`src/rtl/vram_arbiter.sv`:
```
// Shares one synchronous-read cell RAM between VGA scanout (priority, refetch on address change)
// and a stallable CPU read/write port; all RAM and requester outputs are registered.
module vram_arbiter #(
  parameter int ADDR_W = 18,
  parameter int DATA_W = 8,
  parameter int CELLS  = 300
) (
  input  logic              clk,
  input  logic              rst_n,
  input  logic [ADDR_W-1:0] disp_addr,
  output logic [DATA_W-1:0] disp_data,
  input  logic              cpu_req,
  input  logic              cpu_we,
  input  logic [ADDR_W-1:0] cpu_addr,
  input  logic [DATA_W-1:0] cpu_wdata,
  output logic              cpu_ack,
  output logic [DATA_W-1:0] cpu_rdata,
  output logic              cpu_err,
  output logic [ADDR_W-1:0] mem_addr,
  output logic              mem_we,
  output logic [DATA_W-1:0] mem_wdata,
  input  logic [DATA_W-1:0] mem_rdata
);

  typedef enum logic [2:0] {IDLE, D1, D2, C1, C2, ACK} state_t;

  localparam logic [ADDR_W-1:0] LAST_CELL = ADDR_W'(CELLS);

  state_t            state;
  logic [ADDR_W-1:0] disp_tag;
  logic              disp_valid;
  logic              disp_miss;
  logic              cpu_oob;

  assign disp_miss = !disp_valid || (disp_addr != disp_tag);
  assign cpu_oob   = cpu_addr >= LAST_CELL;

  always_ff @(posedge clk or negedge rst_n) begin
    if (!rst_n) begin
      state      <= IDLE;
      disp_tag   <= '0;
      disp_valid <= 1'b0;
      disp_data  <= '0;
      cpu_ack    <= 1'b0;
      cpu_rdata  <= '0;
      cpu_err    <= 1'b0;
      mem_addr   <= '0;
      mem_we     <= 1'b0;
      mem_wdata  <= '0;
    end else begin
      case (state)
        IDLE: begin
          if (disp_miss) begin
            mem_addr   <= disp_addr;
            mem_we     <= 1'b0;
            disp_tag   <= disp_addr;
            disp_valid <= 1'b1;
            state      <= D1;
          end else if (cpu_req && cpu_oob) begin
            // Out-of-range addresses never reach the RAM.
            cpu_ack   <= 1'b1;
            cpu_err   <= 1'b1;
            cpu_rdata <= '0;
            state     <= ACK;
          end else if (cpu_req && cpu_we) begin
            mem_addr  <= cpu_addr;
            mem_wdata <= cpu_wdata;
            mem_we    <= 1'b1;
            cpu_ack   <= 1'b1;
            state     <= ACK;
          end else if (cpu_req) begin
            mem_addr <= cpu_addr;
            state    <= C1;
          end
        end
        D1: state <= D2;
        D2: begin
          disp_data <= mem_rdata;
          state     <= IDLE;
        end
        C1: state <= C2;
        C2: begin
          cpu_rdata <= mem_rdata;
          cpu_ack   <= 1'b1;
          cpu_err   <= 1'b0;
          state     <= ACK;
        end
        ACK: begin
          // Request is still held here; ignoring it prevents a double issue.
          cpu_ack <= 1'b0;
          cpu_err <= 1'b0;
          mem_we  <= 1'b0;
          state   <= IDLE;
        end
        default: state <= IDLE;
      endcase
    end
  end

endmodule

```
`config.mk`:
```
export PLATFORM = sky130hd
export DESIGN_NAME = vram_arbiter
export DESIGN_NICKNAME = d
export VERILOG_FILES = /design/src/rtl/vram_arbiter.sv
export SDC_FILE = /design/constraint.sdc
export NUM_CORES = 1
export LEC_CHECK = 0
export ABC_AREA = 1
export BUFFER_PORTS_ARGS = -buffer_cell sky130_fd_sc_hd__buf_2
export CAP_MARGIN = 20
export CORE_UTILIZATION = 52
export CTS_CLUSTER_DIAMETER = 40
export CTS_CLUSTER_SIZE = 25
export DETAILED_ROUTE_END_ITERATION = 7
export GPL_ROUTABILITY_DRIVEN = 1
export PLACE_DENSITY = 0.88
export SLEW_MARGIN = 0
export SYNTH_ARGS = -nofsm -noshare
export SYNTH_HDL_FRONTEND = slang
export SYNTH_SLANG_ARGS = --single-unit
export TNS_END_PERCENT = 20
```
`constraint.sdc`:
```
create_clock -name clk -period 1.9 [get_ports clk]
set_input_delay 0.19 -clock clk [delete_from_list [all_inputs] [get_ports clk]]
set_output_delay 0.19 -clock clk [all_outputs]
set_load 0.05 [all_outputs]
```
Word-level counts from Yosys, hierarchy flattened

Index checks and enable logic that the tools add are counted.

Register bits: 67
Bits of input ports: 56
Output and inout bits: 45
Word-level logic and storage cells: 66

Magnitude comparators: 1
Equal/unequal tests: 13
Mux-type cells: 22
Bitwise operators: 2
Reduce and logical (&&, ||, !) cells: 18

Operators with widths:

| operator                                                           | count |
|---|---|
| two-way mux 18 bit                                                 | 4 |
| greater-or-equal comparator 18 x 9 -> 1 bit, second input constant | 1 |
| != test 18 bit                                                     | 1 |
| two-way mux 8 bit                                                  | 2 |
| case mux 8 bit (2 select lines)                                    | 1 |
| AND reduction 3 bit                                                | 5 |
| two-way mux 3 bit                                                  | 4 |
| case mux 3 bit (4 select lines)                                    | 1 |
| != test 3 bit, second input constant                               | 3 |
| two-way mux 1 bit                                                  | 7 |
| equality test 3 x 2 -> 1 bit, second input constant                | 2 |
| equality test 3 bit, second input constant                         | 2 |
| != test 2 bit, second input constant                               | 3 |
| nonzero test 2 bit                                                 | 3 |
| nonzero test 3 bit                                                 | 2 |
| != test 5 bit, second input constant                               | 1 |
| case mux 1 bit (2 select lines)                                    | 2 |
| AND reduction 4 bit                                                | 1 |
| equality test 3 x 1 -> 1 bit, second input constant                | 1 |
| zero test 3 bit                                                    | 1 |
| case mux 1 bit (3 select lines)                                    | 1 |
| logical AND 1 bit                                                  | 2 |
| inverter 1 bit                                                     | 2 |
| AND reduction 2 bit                                                | 1 |
| 3 further kinds                                                    | 3 |

Logic depth before layout (Yosys ltp)

Word-level depth: 5
Depth in mapped cells: 13
Mapped depth without buffers: 12

Worst setup path after synthesis

No wires, ideal clock.

Path kind: register to register
Start point: register state[0]
End point: register mem_addr[10]
Library setup time: 119 ps
Arrival: 1,479 ps
Path slack: 301 ps
Stages on the path, launching flop included: 10
Path buffers: 1
Period minus slack after synthesis: 1,599 ps
Cell sequence: dfrtp_1 > nor2_2 > inv_1 > nor2_4 > inv_1 > nor2_4 > nand2_4 > buf_4 > nand2_1 > nand2_1

Word-level cells in the longest chain between the ends: 2

RTL lines:

| element                       | RTL line | RTL |
|---|---|---|
| start: declaration            | 29       | `state_t state;` |
| start signal: assignment      | 40       | `state <= IDLE;` |
| start signal: assignment      | 58       | `state <= D1;` |
| start signal: assignment      | 64       | `state <= ACK;` |
| zero test 3 bit               | 51       | `case (state)` |
| AND reduction 3 bit (no line) | -        |  |
| end signal: assignment        | 54       | `mem_addr <= disp_addr;` |
| end signal: assignment        | 66       | `mem_addr <= cpu_addr;` |
| end signal: assignment        | 72       | `mem_addr <= cpu_addr;` |
| end: declaration              | 19       | `output logic [ADDR_W-1:0] mem_addr,` |

No other way between the ends.
A chain may end at the register's enable or synchronous reset.

Worst setup path after layout

Start point: register disp_tag[10]
End point: register mem_wdata[2]

Word-level cells in the longest chain between the ends: 4

RTL lines:

| element                       | RTL line | RTL |
|---|---|---|
| start: declaration            | 30       | `logic [ADDR_W-1:0] disp_tag;` |
| start signal: assignment      | 56       | `disp_tag <= disp_addr;` |
| != test 18 bit                | 35       | `assign disp_miss = !disp_valid \|\| (disp_addr != disp_tag);` |
| logical OR 1 bit              | 35       |  |
| inverter 1 bit (no line)      | -        |  |
| AND reduction 4 bit (no line) | -        |  |
| end signal: assignment        | 67       | `mem_wdata <= cpu_wdata;` |
| end: declaration              | 21       | `output logic [DATA_W-1:0] mem_wdata,` |

No other way between the ends.

==> results.json <==
{
  "switching_share_pct": 49.5,
  "layout.cells.most_common_list": "nand2_1 (162), buf_2 (100), dfrtp_1 (67)",
  "synthTopCellsByArea": "dfrtp_1 (49%), nand2_1 (18%), inv_1 (7.3%), nor2_1 (6.0%), o21ai_0 (3.9%)",
  "r2r_cells": 8,
  "syn_avg_cell_area_sq_um": 7.39,
  "start_util_pct": 53.9,
  "htree_levels": 3,
  "vias_per_cell": 4.94,
  "slowest_stage": "dfrtp_1",
  "synth_area_leader_cell": "dfrtp_1",
  "fin_nets": 631,
  "grt_pass1_wl_um": 13100,
  "rsz0062_at_grt": "true",
  "max-cap-violations": 0,
  "layout_commonest_cell": "nand2_1",
  "cts.path.max_buffers": 2,
  "critPathTopFamily": "simple AND/OR/NAND/NOR gates",
  "critical-path-max-stage-delay_ns": 0.41,
  "grtUsageTotal_pct": 23.6,
  "fin_cells": 657,
  "antenna_found_initial": 0,
  "synth_nets": 519,
  "grt_overflow": 0,
  "worstMarginPinSlew_ns": 0.521,
  "place.gp.congestion": 0.875,
  "p_clk_share_pct": 18.3,
  "port_buffers": 100,
  "r2r_slack_ns": 0.07,
  "rr_endpoint": "mem_wdata[2]$_DFFE_PN0P_",
  "hpwlAfterDp_um": 5760,
  "final.min_clock_period_ns": 1.83,
  "sequentialPowerShare_pct": 31.6,
  "wl_um": 8020,
  "status": "complete, no violations",
  "cp.required_ns": 2.17,
  "whs_ns": 0.0712,
  "area_delta_synth_final_pct": 26.4,
  "hp-class": "in -> reg",
  "ys_seq_elements": 67,
  "min_to": "mem_wdata[3]$_DFFE_PN0P_",
  "synth_cell_types": 27,
  "grt_pass1_vias": 3084,
  "startpoint_type": "register",
  "first_iter_violations": 161,
  "intPower_mw": 3.78,
  "hold_viol_final": 0,
  "place_ws_ns": 0.0795,
  "slew_viol_final": 0,
  "first_pass_iters": 4,
  "hp-start": "cpu_wdata[3]",
  "clock-sinks": 67,
  "leakagePower_nw": 2.51,
  "syn_area_sq_um": 3420,
  "power_switching_mw": 3.71,
  "whs_path_depth": 3,
  "antenna_left": 0,
  "post_drt_wl_per_cell_um": 12.2,
  "clk_latency_ns": 0.34,
  "fmax_mhz": 548,
  "drive_gt1_share_pct": 26.0,
  "clkTransAtPathRegs_ns": 0.07,
  "core-area_sq_um": 6350,
  "powerDensity_nw_per_um2": 1730,
  "grt_max_degree": 47,
  "worstPathArrival_ns": 2.10,
  "end_kind": "register",
  "place_inst": 634,
  "r2r-start": "disp_tag[10]$_DFFE_PN0P_",
  "dr_total_vias": 3248,
  "die_area_sq_um": 6910,
  "ys_warn_count": 0,
  "clockRootBuffer": "clkbuf_8",
  "dieWidth_um": 83.1,
  "cts_tree": "built",
  "crit_path_max_fanout": 8,
  "path_common_cell": "nor2_1",
  "path_class": "reg -> reg",
  "rows": 29,
  "skew_ns": 0.00565,
  "slew_headroom_pct": 65.3,
  "peakVddDrop_v": 0.00114,
  "setup_slack_ns": 0.0738,
  "cp_cell_sequence": "xnor2_2 > nand3_1 > nor2_4 > nand3_4 > buf_8 > nor3_4 > nor2_1 > nor2_1",
  "yosysSeqAreaShare_pct": 49.0,
  "ios": 101,
  "p_comb_share_pct": 50.1,
  "fin_crit_sh_pct": 96.1,
  "die_h_um": 83.1,
  "numCtsBuffers": 9,
  "path_buf_inv": 1,
  "setup_violations": 0,
  "synth_top_area_share_pct": 49.0,
  "syn_inst": 463,
  "remaining_drc_errors": 0,
  "diodes": 0
}
## cell families after synthesis
kind of cell | Yosys count | synth area share (%)
flip-flops | 67 | 49.0
buffers and inverters | 81 | 9.83
AND/OR/NAND/NOR | 265 | 33.3
XOR/XNOR | 3 | 0.987
AO/OA/AOI/OAI | 47 | 6.94
## layer usage
metal  routed length (um)  share of wire [%]  vias up  global-route usage [%]
met5                    0                  0        -                       0
met1                 3570                 45     1485                    28.8
met4                  149                1.9        0                    8.15
met3                  378                4.7       17                    6.16
li1                     -                  -     1649                       -
met2                 3920                 49       97                    40.4
## tightest hold or removal path, stage by stage
cell and delay (ns):
buf_2 0.08, nor4_1 0.04, nor2_1 0.07
## sequential cells by signal, indices dropped and copies added (netlist names)
register	count
cpu_err	1
disp_tag	18
state	3
mem_we	1
mem_wdata	8
disp_valid	1
cpu_ack	1
mem_addr	18
disp_data	8
cpu_rdata	8
## cell usage after synthesis, drive strengths merged
cell	number
nand2	168
inv	70
dfrtp	67
nor2	62
o21ai	43
nand3	19
buf	9
nor4	8
nand4	5
a21oi	3
and2	2
clkbuf	2
xnor2	2
nor3	1
o211ai	1
xor2	1
## stage by stage
step / TNS (ns) / power, mW / instance area (sq um) / utilization (%)
final: 0 / 7.49 / 4330 / 68.2
after global routing: -0.0297 / 8.01 / 4330 / 68.2
after CTS: 0 / 7.42 / 4240 / 66.8
after detailed placement: 0 / 6.03 / 4000 / 62.9
after global placement: 0 / 5.91 / 4000 / 62.9
after floorplan: 0 / 5.17 / 3420 / -
## what timing repair did
item                                    CTS  global route
setup buffers                             0             5
hold buffers                              1             0
endpoints found under the setup margin    0            25
endpoints found under the hold margin    21             0
resized for setup                         0            12
## worst max-delay path by stage
| stage | from | endpoint | slack, ns | cells after the start |
|---|---|---|---|---|
| finish | disp_tag[10]$_DFFE_PN0P_ | mem_wdata[2]$_DFFE_PN0P_ | 0.07 | 8 |
| global placement | state[1]$_DFFE_PN0P_ | mem_wdata[6]$_DFFE_PN0P_ | 0.13 | 7 |
| CTS | state[0]$_DFFE_PN0P_ | mem_wdata[6]$_DFFE_PN0P_ | 0.06 | 7 |
| floorplan | state[0]$_DFFE_PN0P_ | mem_addr[10]$_DFFE_PN0P_ | 0.30 | 9 |
| detailed placement | state[0]$_DFFE_PN0P_ | mem_wdata[7]$_DFFE_PN0P_ | 0.08 | 7 |
| global route | disp_tag[14]$_DFFE_PN0P_ | mem_wdata[6]$_DFFE_PN0P_ | -0.02 | 8 |
## power groups by stage
stage               sequential (mW)  clock, mW  combinational [mW]
global placement               2.35          0                3.56
CTS                            2.35       1.39                3.67
finish                         2.37       1.37                3.75
detailed placement             2.37          0                3.66
floorplan                      3.56          0                1.61
global route                   2.43       1.47                4.12
## final cells by class
class / count / area (sq um)
clock buffers: 11 / 151
clock inverters: 5 / 83.8
fillers: 517 / 2020
inverters: 70 / 263
multi-input cells: 316 / 1450
flip-flops and latches: 67 / 1680
well taps: 77 / 96.3
repair buffers: 111 / 606
No activity file was read; power rests on OpenSTA's default activity.
